**src/rtl/i2s_pkg.sv**
```systemverilog
// i2s_pkg: shared channel encoding and default widths for the I2S target.
package i2s_pkg;
  localparam int I2S_DATA_W = 24;
  localparam int I2S_CNT_W  = 6;
  typedef enum logic {CH_LEFT = 1'b0, CH_RIGHT = 1'b1} ch_e;
  function automatic logic [1:0] ch_onehot(input ch_e c);
    return (c == CH_RIGHT) ? 2'b10 : 2'b01;
  endfunction
endpackage

```
**src/rtl/i2s_target_if_if.sv**
```systemverilog
// i2s_target_if_if: sample-side handshake bundle; slave = I2S target, master = sample consumer/producer.
interface i2s_target_if_if #(parameter int DATA_W = 24);
  logic [1:0]        rx_vld;
  logic [DATA_W-1:0] rx_data;
  logic [1:0]        tx_ack;
  logic [DATA_W-1:0] tx_data0;
  logic [DATA_W-1:0] tx_data1;
  logic              frame_err;
  modport master(input rx_vld, rx_data, tx_ack, frame_err, output tx_data0, tx_data1);
  modport slave(output rx_vld, rx_data, tx_ack, frame_err, input tx_data0, tx_data1);
endinterface

```
**src/rtl/i2s_sync_edge.sv**
```systemverilog
// i2s_sync_edge: 2-FF synchroniser with one-clk rise/fall strobes from a third history stage.
module i2s_sync_edge (
  input  logic clk,
  input  logic rst,
  input  logic d_i,
  output logic q_o,
  output logic rise_o,
  output logic fall_o
);
  logic [2:0] sh_q;
  always_ff @(posedge clk or posedge rst) begin
    if (rst) sh_q <= '0;
    else     sh_q <= {sh_q[1:0], d_i};
  end
  assign q_o    = sh_q[1];
  assign rise_o = sh_q[1] & ~sh_q[2];
  assign fall_o = ~sh_q[1] & sh_q[2];
endmodule

```
**src/rtl/i2s_target_if.sv**
```systemverilog
// i2s_target_if: codec-side I2S target; deserialises SDIN and serialises SDOUT, 24-bit MSB-first.
// Define I2S_TARGET_FRAMECHK_EN to build the sticky short-frame detector on frame_err.
module i2s_target_if
  import i2s_pkg::*;
#(
  parameter int DATA_W = I2S_DATA_W,
  parameter int CNT_W  = I2S_CNT_W
) (
  input  logic clk,
  input  logic rst,
  input  logic i2s_sclk,
  input  logic i2s_lrclk,
  input  logic i2s_sdin,
  output logic i2s_sdout,
  i2s_target_if_if.slave dp
);
  localparam logic [CNT_W-1:0] FULL = CNT_W'(DATA_W);
  logic sck_r, sck_f, lr_s, sd_s;
  logic [4:0] sync_unused;
  i2s_sync_edge u_sclk (.clk(clk), .rst(rst), .d_i(i2s_sclk), .q_o(sync_unused[0]),
                        .rise_o(sck_r), .fall_o(sck_f));
  i2s_sync_edge u_lrclk (.clk(clk), .rst(rst), .d_i(i2s_lrclk), .q_o(lr_s),
                         .rise_o(sync_unused[1]), .fall_o(sync_unused[2]));
  i2s_sync_edge u_sdin (.clk(clk), .rst(rst), .d_i(i2s_sdin), .q_o(sd_s),
                        .rise_o(sync_unused[3]), .fall_o(sync_unused[4]));
  logic              lr_prev_q, lr_prev_d, lr_seen_q, lr_seen_d, armed_q, armed_d;
  ch_e               cur_ch_q, cur_ch_d;
  logic [CNT_W-1:0]  bitcnt_q, bitcnt_d;
  logic [DATA_W-2:0] rx_sh_q, rx_sh_d;
  logic [DATA_W-1:0] rx_data_q, rx_data_d, tx_sh_q, tx_sh_d, rx_next;
  logic [1:0]        rx_vld_q, rx_vld_d, tx_ack_q, tx_ack_d;
  logic              sdout_q, sdout_d;
  logic              boundary, capture, last;
  // lr_seen gates boundary detection so the first sampled LRCLK level after reset is not an edge
  assign boundary = sck_r & lr_seen_q & (lr_s != lr_prev_q);
  assign capture  = sck_r & ~boundary & armed_q & (bitcnt_q < FULL);
  assign last     = capture & (bitcnt_q == FULL - 1'b1);
  assign rx_next  = {rx_sh_q, sd_s};
  always_comb begin
    lr_prev_d = sck_r ? lr_s : lr_prev_q;
    lr_seen_d = lr_seen_q | sck_r;
    armed_d   = armed_q | boundary;
    cur_ch_d  = boundary ? ch_e'(lr_s) : cur_ch_q;
    bitcnt_d  = boundary ? '0 : capture ? bitcnt_q + 1'b1 : bitcnt_q;
    rx_sh_d   = boundary ? '0 : capture ? rx_next[DATA_W-2:0] : rx_sh_q;
    rx_vld_d  = last ? ch_onehot(cur_ch_q) : 2'b00;
    rx_data_d = last ? rx_next : rx_data_q;
    tx_ack_d  = boundary ? ch_onehot(ch_e'(lr_s)) : 2'b00;
    tx_sh_d   = boundary ? (lr_s ? dp.tx_data1 : dp.tx_data0) : sck_f ? tx_sh_q << 1 : tx_sh_q;
    sdout_d   = sck_f ? tx_sh_q[DATA_W-1] : sdout_q;
  end
  always_ff @(posedge clk or posedge rst) begin
    if (rst) begin
      lr_prev_q <= 1'b0;
      lr_seen_q <= 1'b0;
      armed_q   <= 1'b0;
      cur_ch_q  <= CH_LEFT;
      bitcnt_q  <= '0;
      rx_sh_q   <= '0;
      rx_vld_q  <= '0;
      rx_data_q <= '0;
      tx_ack_q  <= '0;
      tx_sh_q   <= '0;
      sdout_q   <= 1'b0;
    end else begin
      lr_prev_q <= lr_prev_d;
      lr_seen_q <= lr_seen_d;
      armed_q   <= armed_d;
      cur_ch_q  <= cur_ch_d;
      bitcnt_q  <= bitcnt_d;
      rx_sh_q   <= rx_sh_d;
      rx_vld_q  <= rx_vld_d;
      rx_data_q <= rx_data_d;
      tx_ack_q  <= tx_ack_d;
      tx_sh_q   <= tx_sh_d;
      sdout_q   <= sdout_d;
    end
  end
`ifdef I2S_TARGET_FRAMECHK_EN
  logic ferr_q, ferr_d;
  assign ferr_d = ferr_q | (boundary & armed_q & (bitcnt_q < FULL));
  always_ff @(posedge clk or posedge rst) begin
    if (rst) ferr_q <= 1'b0;
    else     ferr_q <= ferr_d;
  end
  assign dp.frame_err = ferr_q;
`else
  assign dp.frame_err = 1'b0;
`endif
  assign i2s_sdout  = sdout_q;
  assign dp.rx_vld  = rx_vld_q;
  assign dp.rx_data = rx_data_q;
  assign dp.tx_ack  = tx_ack_q;
endmodule

```
**src/flat_wrapper.sv**
```systemverilog
// flat-port wrapper written by rule: the top's interface ports become plain ports
module i2s_target_if_flat import i2s_pkg::*;
#(
  parameter int DATA_W = I2S_DATA_W,
  parameter int CNT_W  = I2S_CNT_W
)
  (clk, rst, i2s_sclk, i2s_lrclk, i2s_sdin, i2s_sdout, dp_rx_vld, dp_rx_data, dp_tx_ack, dp_frame_err, dp_tx_data0, dp_tx_data1);
  i2s_target_if_if #(.DATA_W(DATA_W)) dp_i ();
  input  logic clk;
  input  logic rst;
  input  logic i2s_sclk;
  input  logic i2s_lrclk;
  input  logic i2s_sdin;
  output logic i2s_sdout;
  output wire logic [$bits(dp_i.rx_vld)-1:0] dp_rx_vld;
  output wire logic [$bits(dp_i.rx_data)-1:0] dp_rx_data;
  output wire logic [$bits(dp_i.tx_ack)-1:0] dp_tx_ack;
  output wire logic [$bits(dp_i.frame_err)-1:0] dp_frame_err;
  input wire logic [$bits(dp_i.tx_data0)-1:0] dp_tx_data0;
  input wire logic [$bits(dp_i.tx_data1)-1:0] dp_tx_data1;
  assign dp_rx_vld = dp_i.rx_vld;
  assign dp_rx_data = dp_i.rx_data;
  assign dp_tx_ack = dp_i.tx_ack;
  assign dp_frame_err = dp_i.frame_err;
  assign dp_i.tx_data0 = dp_tx_data0;
  assign dp_i.tx_data1 = dp_tx_data1;
  i2s_target_if #(.DATA_W(DATA_W), .CNT_W(CNT_W)) u_core (.clk(clk), .rst(rst), .i2s_sclk(i2s_sclk), .i2s_lrclk(i2s_lrclk), .i2s_sdin(i2s_sdin), .i2s_sdout(i2s_sdout), .dp(dp_i));
endmodule
```
**config.mk**
```make
export PLATFORM = sky130hd
export DESIGN_NAME = i2s_target_if_flat
export DESIGN_NICKNAME = d
export VERILOG_FILES = /design/src/rtl/i2s_pkg.sv /design/src/rtl/i2s_target_if_if.sv /design/src/rtl/i2s_sync_edge.sv /design/src/rtl/i2s_target_if.sv /design/src/flat_wrapper.sv
export SDC_FILE = /design/constraint.sdc
export NUM_CORES = 1
export LEC_CHECK = 0
export CAP_MARGIN = 20
export CORE_ASPECT_RATIO = 1.1
export CORE_MARGIN = 2
export CORE_UTILIZATION = 46
export CTS_CLUSTER_DIAMETER = 200
export CTS_CLUSTER_SIZE = 14
export DETAILED_ROUTE_END_ITERATION = 12
export PLACE_DENSITY = 0.76
export SYNTH_ARGS = -nofsm -noshare
export SYNTH_HDL_FRONTEND = slang
export SYNTH_SLANG_ARGS = --single-unit
```
**constraint.sdc**
```tcl
create_clock -name clk -period 3 [get_ports clk]
set_input_delay 0.6 -clock clk [delete_from_list [all_inputs] [get_ports clk]]
set_output_delay 0.6 -clock clk [all_outputs]
set_load 0.05 [all_outputs]
```
======== After elaboration in Yosys (flattened, before gate mapping) ========
Index checks and enable logic that the tools add are counted.
storage, ports and cells
  bits in registers ....................... 93
  bits of input ports ..................... 53
  word-level logic and storage cells ...... 44
operators by class
  add/sub/neg operators ................... 1
  order comparisons ....................... 1
  eq/ne operators ......................... 2
  muxes and demuxes ....................... 11
  bitwise logic cells ..................... 13
  reductions and logical operators ........ 2
operator list
  kind                 count
  $mux 24              3
  $mux 23              2
  $mux 6               2
  $and 1x1->1          8
  $mux 2               4
  $add 6x1->6 const B  1
  $eq 6x5->1 const B   1
  $lt 6x5->1 const B   1
  $reduce_bool 2->1    2
  $not 1->1            3
  $or 1x1->1           2
  $ne 1x1->1           1

======== Logic depth before layout (Yosys ltp) ========
  depth in word-level cells ............... 10
  depth in mapped cells ................... 7

======== By module ========
Synthesis repeated with hierarchy kept, for this count alone.
unflattened totals
  cell total of the unflattened synthesis .. 423
  area total of the unflattened synthesis .. 4570.6 um^2
by module, submodules not included
  module         times used  cells an instance  area an instance (um^2)  sequential area each (um^2)
  i2s_target_if  1           405                4289.1                   2152.1
  i2s_sync_edge  3           6                  93.8                     75.1

======== Worst setup path after synthesis ========
No wires, ideal clock.
  path type ............................... register -> register
  start ................................... register u_core.u_sclk.sh_q[2]
  end ..................................... register u_core.rx_data_q[10], in the netlist u_core.dp.rx_data[10]
  setup time .............................. 0.125 ns
  arrival time ............................ 1.728 ns
  required time ........................... 2.875 ns
  path slack .............................. 1.147 ns
  stages on the path, launching flop included .. 7
  clock period less this slack ............ 1.853 ns
  path through ............................ dfrtp_1 -> and4bb_4 -> nand2_4 -> or3_1 -> buf_6 -> buf_6 -> mux2_4
on the way
  cells in the longest elaborated chain, start to end .. 9
ends and longest elaborated chain
  item                        line                 source
  from (decl)                 i2s_sync_edge.sv:10  logic [2:0] sh_q;
  from (signal assigned)      i2s_sync_edge.sv:13  else sh_q <= {sh_q[1:0], d_i};
  $not 1->1 *                 i2s_sync_edge.sv:16  assign rise_o = sh_q[1] & ~sh_q[2];
  $and 1x1->1 *               i2s_sync_edge.sv:16
  $and 1x1->1 (2 in a row)    i2s_target_if.sv:35  assign boundary = sck_r & lr_seen_q & (lr_s != lr_prev_q);
  $not 1->1                   i2s_target_if.sv:36  assign capture = sck_r & ~boundary & armed_q & (bitcnt_q < FULL);
  $and 1x1->1 * (3 in a row)  i2s_target_if.sv:36
  $and 1x1->1 *               i2s_target_if.sv:37  assign last = capture & (bitcnt_q == FULL - 1'b1);
  to (signal assigned)        i2s_target_if.sv:73  rx_data_q <= rx_data_d;
  to (decl)                   i2s_target_if.sv:30  logic [DATA_W-1:0] rx_data_q, rx_data_d, tx_sh_q, tx_sh_d, rx_next;
Every way passes the cells marked *; elsewhere a longest branch is shown, timed or not.
A chain may end at the register's enable or synchronous reset.

======== Worst setup path in the final report ========
  start ................................... register u_core.u_sclk.sh_q[2]
  end ..................................... register u_core.rx_data_q[6], in the netlist u_core.dp.rx_data[6]
Same word-level chain as after synthesis.

==> metrics.md <==
| Metric | Value |
|---|---|
| CTS Root Cell | `clkbuf_8` |
| Critical path data arrival time | `2.40 ns` |
| RSZ-0062 raised after global routing | `no` |
| Peak supply drop | `0.360 mV` |
| Via count of the first global-routing pass | `between 2000 and 3000` |
| Drt first pass iters | `5` |
| DR WL/cell | `between 15 and 20 um` |
| H-tree depth | `3` |
| Status | `finished, final reports clean` |
| Routed wl met3 | `256 um` |
| Die Wd | `93.3 um` |
| Max clock buf depth | `2` |
| Post-CTS Resized | `0` |
| Relative slew margins | `a little over two fifths` |
| TritonCTS Sinks | `93` |
| Grt total ovfl | `0` |
| Hold Buf Count CTS | `0` |
| Max Clk Rate | `between 400 and 500 MHz` |
| All-Layer GR Usage | `a little under a fifth` |
| Port Buffers | `between 80 and 90` |
| CORE AREA | `approximately 8500 um^2` |
| Worst path top cell family by delay | `simple AND/OR/NAND/NOR gates` |
| Yosys warning count | `0` |
| First-pass GRT wire length | `14100 um` |
| Seq cells post-synth | `between 90 and 100` |
| Pleak | `~2.2 nW` |
| Routed wl met2 | `4310 um` |
| CP endpoint kind | `flop` |
| Final Hold Viols | `0` |
| Inserted Clock Buffers | `9` |
| Vias/cell | `5.37` |
| RePlAce Congestion | `just over 0.8` |
| Filler cells | `between 600 and 700` |
| DR iter-0 viols | `between 150 and 200` |
| Layout cells sized above 1 | `13.2%` |
| Metal-1 WL | `around 3700 um` |
| Placed Area | `4950 um^2` |
| Site row count | `35` |
| Synth cell types | `32` |
| Post-Syn Area per Cell | `11.4 um^2` |
| Number of I/O pins | `83` |
| Slew Limit Fails | `0` |
| Synthesized area | `4040 um^2` |
| CP Max Fanout | `25` |
| Slew @ Worst Pin | `0.874 ns` |
| Post-layout instance area | `5130 um^2` |
| Starting Density | `between 40% and 50%` |
| Worst skew pair latency | `0.36 ns` |
| Antenna Nets Post-Route | `0` |
| Final total power | `approximately 2.8 mW` |
| Crit path kind | `flop to flop` |
| TritonCTS clock tree | `yes` |
| Util after Layout | `60.7%` |
| Clk pin slew, worst setup/hold paths | `0.09 ns` |
| Pin count of the biggest net entering global routing | `a little under 50` |
| Initial antenna violation count | `0` |
| Ant. Diodes | `0` |
| Die ar. | `between 9000 and 10000 um^2` |
| Routed vias | `a little under 3000` |
| Setup Buffers After CTS | `0` |
| Die Height | `approximately 100 um` |
| Pwr Density | `539 nW/um^2` |
| Final WL | `between 8000 and 9000 um` |
| Fin nets | `between 400 and 500` |
| Hpwl dp | `around 5700 um` |
| Synth-to-Final Area Change | `27.0%` |
| Hold Crit Class | `flop to flop` |
| Setup_tns | `0 ns` |
| Worst path slowest cell | `or3_1` |
| Inst Count DP | `between 500 and 600` |
| Syn Nets | `between 400 and 500` |
| Max incr delay on CP | `around 0.47 ns` |
| Worst Clk Skew | `0.0121 ns` |
| Mapped Cells | `roughly 350` |
| Final setup viols | `0` |
| Seq/Total Area, Yosys | `between 50 and 60%` |
| Max-Cap Viols | `0` |
| Top Metal Used | `met4` |
| Crit path buf inv count | `1` |
| Final std cells w/o fill | `543` |
| Most frequent cells in the layout | `93 x dfrtp_1, 81 x clkdlybuf4s50_1, 51 x nand2_1, 24 x a22oi_1, 24 x a21oi_1` |
| DRC | `0` |
| Critical Path, Cell by Cell | `and4bb_4 > nand2_4 > or3_1 > buf_4 > mux2_4` |
| CP required | `3.24 ns` |
| CP startpoint kind | `flop` |
| Minimum clock period | `roughly 2.2 ns` |
| Period utilization | `between 70 and 80%` |
| Commonest non-fill, non-tap cell in the layout | `dfrtp_1` |
area by class of cell:
type	count	area [um^2]	area share [%]
clock buffer	9	124	2.41
sequential	93	2330	45.4
inverter	2	11.3	0.219
tap	111	139	2.71
multi-input combinational	229	1570	30.6
timing repair buffer	92	906	17.7
clock inverter	7	56.3	1.10
cells in the mapped netlist, drive strengths merged:
cell type   n  area, um^2
dfrtp      93        2330
nand2      52         203
nand4       1        6.26
a22oi      24         180
and3        1        6.26
and4bb      1        16.3
clkbuf     19        71.3
xor2        2        17.5
o21a       23         173
inv         2        7.51
or3         1        6.26
a41oi       1        8.76
and2        2        12.5
conb        1        3.75
nand3       3        15.0
ha          1        12.5
nand2b      6        37.5
nor2        9        33.8
o21ai      23         115
a21oi      25         125
o22ai       1        6.26
a21o        1        7.51
a2bb2oi    23         201
nand3b      1        7.51
mux2       26         360
xnor2       1        8.76
buf        10        68.8
state kept, by name (all words and copies together) (netlist names):
name                 count
u_core.cur_ch_q          1
u_core.lr_prev_q         1
u_core.i2s_sdout         1
u_core.dp.rx_data       24
u_core.dp.tx_ack         2
u_core.bitcnt_q          6
u_core.u_sdin.sh_q       2
u_core.lr_seen_q         1
u_core.armed_q           1
u_core.u_lrclk.sh_q      2
u_core.rx_sh_q          23
u_core.tx_sh_q          24
u_core.u_sclk.sh_q       3
u_core.dp.rx_vld         2
routing by layer:
layer / vias up / track usage [%]
met5: - / 0
met4: 0 / 9.39
met3: 17 / 3.24
met2: 62 / 31.3
met1: 1435 / 24.6
li1: 1404 / -
kinds of logic after synthesis:
logic type	Yosys count	share of synthesized area, %
muxes	26	8.92
buffers and inverters	31	3.66
adders and majority gates	1	0.310
xor gates and xnor gates	3	0.651
DFF	93	57.6
and+or+nand+nor	77	8.52
other	1	0.0928
AOI/OAI and AO/OA	121	20.2
worst paths after layout:
path,endpoint,depth (start not counted),slack (ns),startpoint
max,u_core.dp.rx_data[6],5,0.84,u_core.u_sclk.sh_q[2]
max reg2reg,u_core.dp.rx_data[6],5,0.84,u_core.u_sclk.sh_q[2]
min,u_core.u_lrclk.sh_q[1],0,0.36,u_core.u_lrclk.sh_q[0]
max in group asynchronous,u_core.tx_sh_q[23],3,1.70,rst
min in group asynchronous,u_core.tx_sh_q[17],2,0.63,rst
min reg2reg,u_core.u_lrclk.sh_q[1],0,0.36,u_core.u_lrclk.sh_q[0]
through the flow:
step | worst slack [ns] | hold slack, ns
after CTS | 0.810 | 0.356
final | 0.841 | 0.358
after floorplan | 1.15 | 0.331
after global routing | 0.659 | 0.367
after detailed placement | 0.827 | 0.336
after global placement | 0.884 | 0.332
where the power goes:
group          internal [mW]  total (mW)  leakage, nW  switching [mW]
Clock                  0.311       0.758       0.0906           0.447
Combinational          0.281       0.513        0.966           0.232
Sequential              1.40        1.50         1.18          0.0966
Total                   1.99        2.77         2.23           0.775
Note: power is estimated with default switching activity, not from simulation.
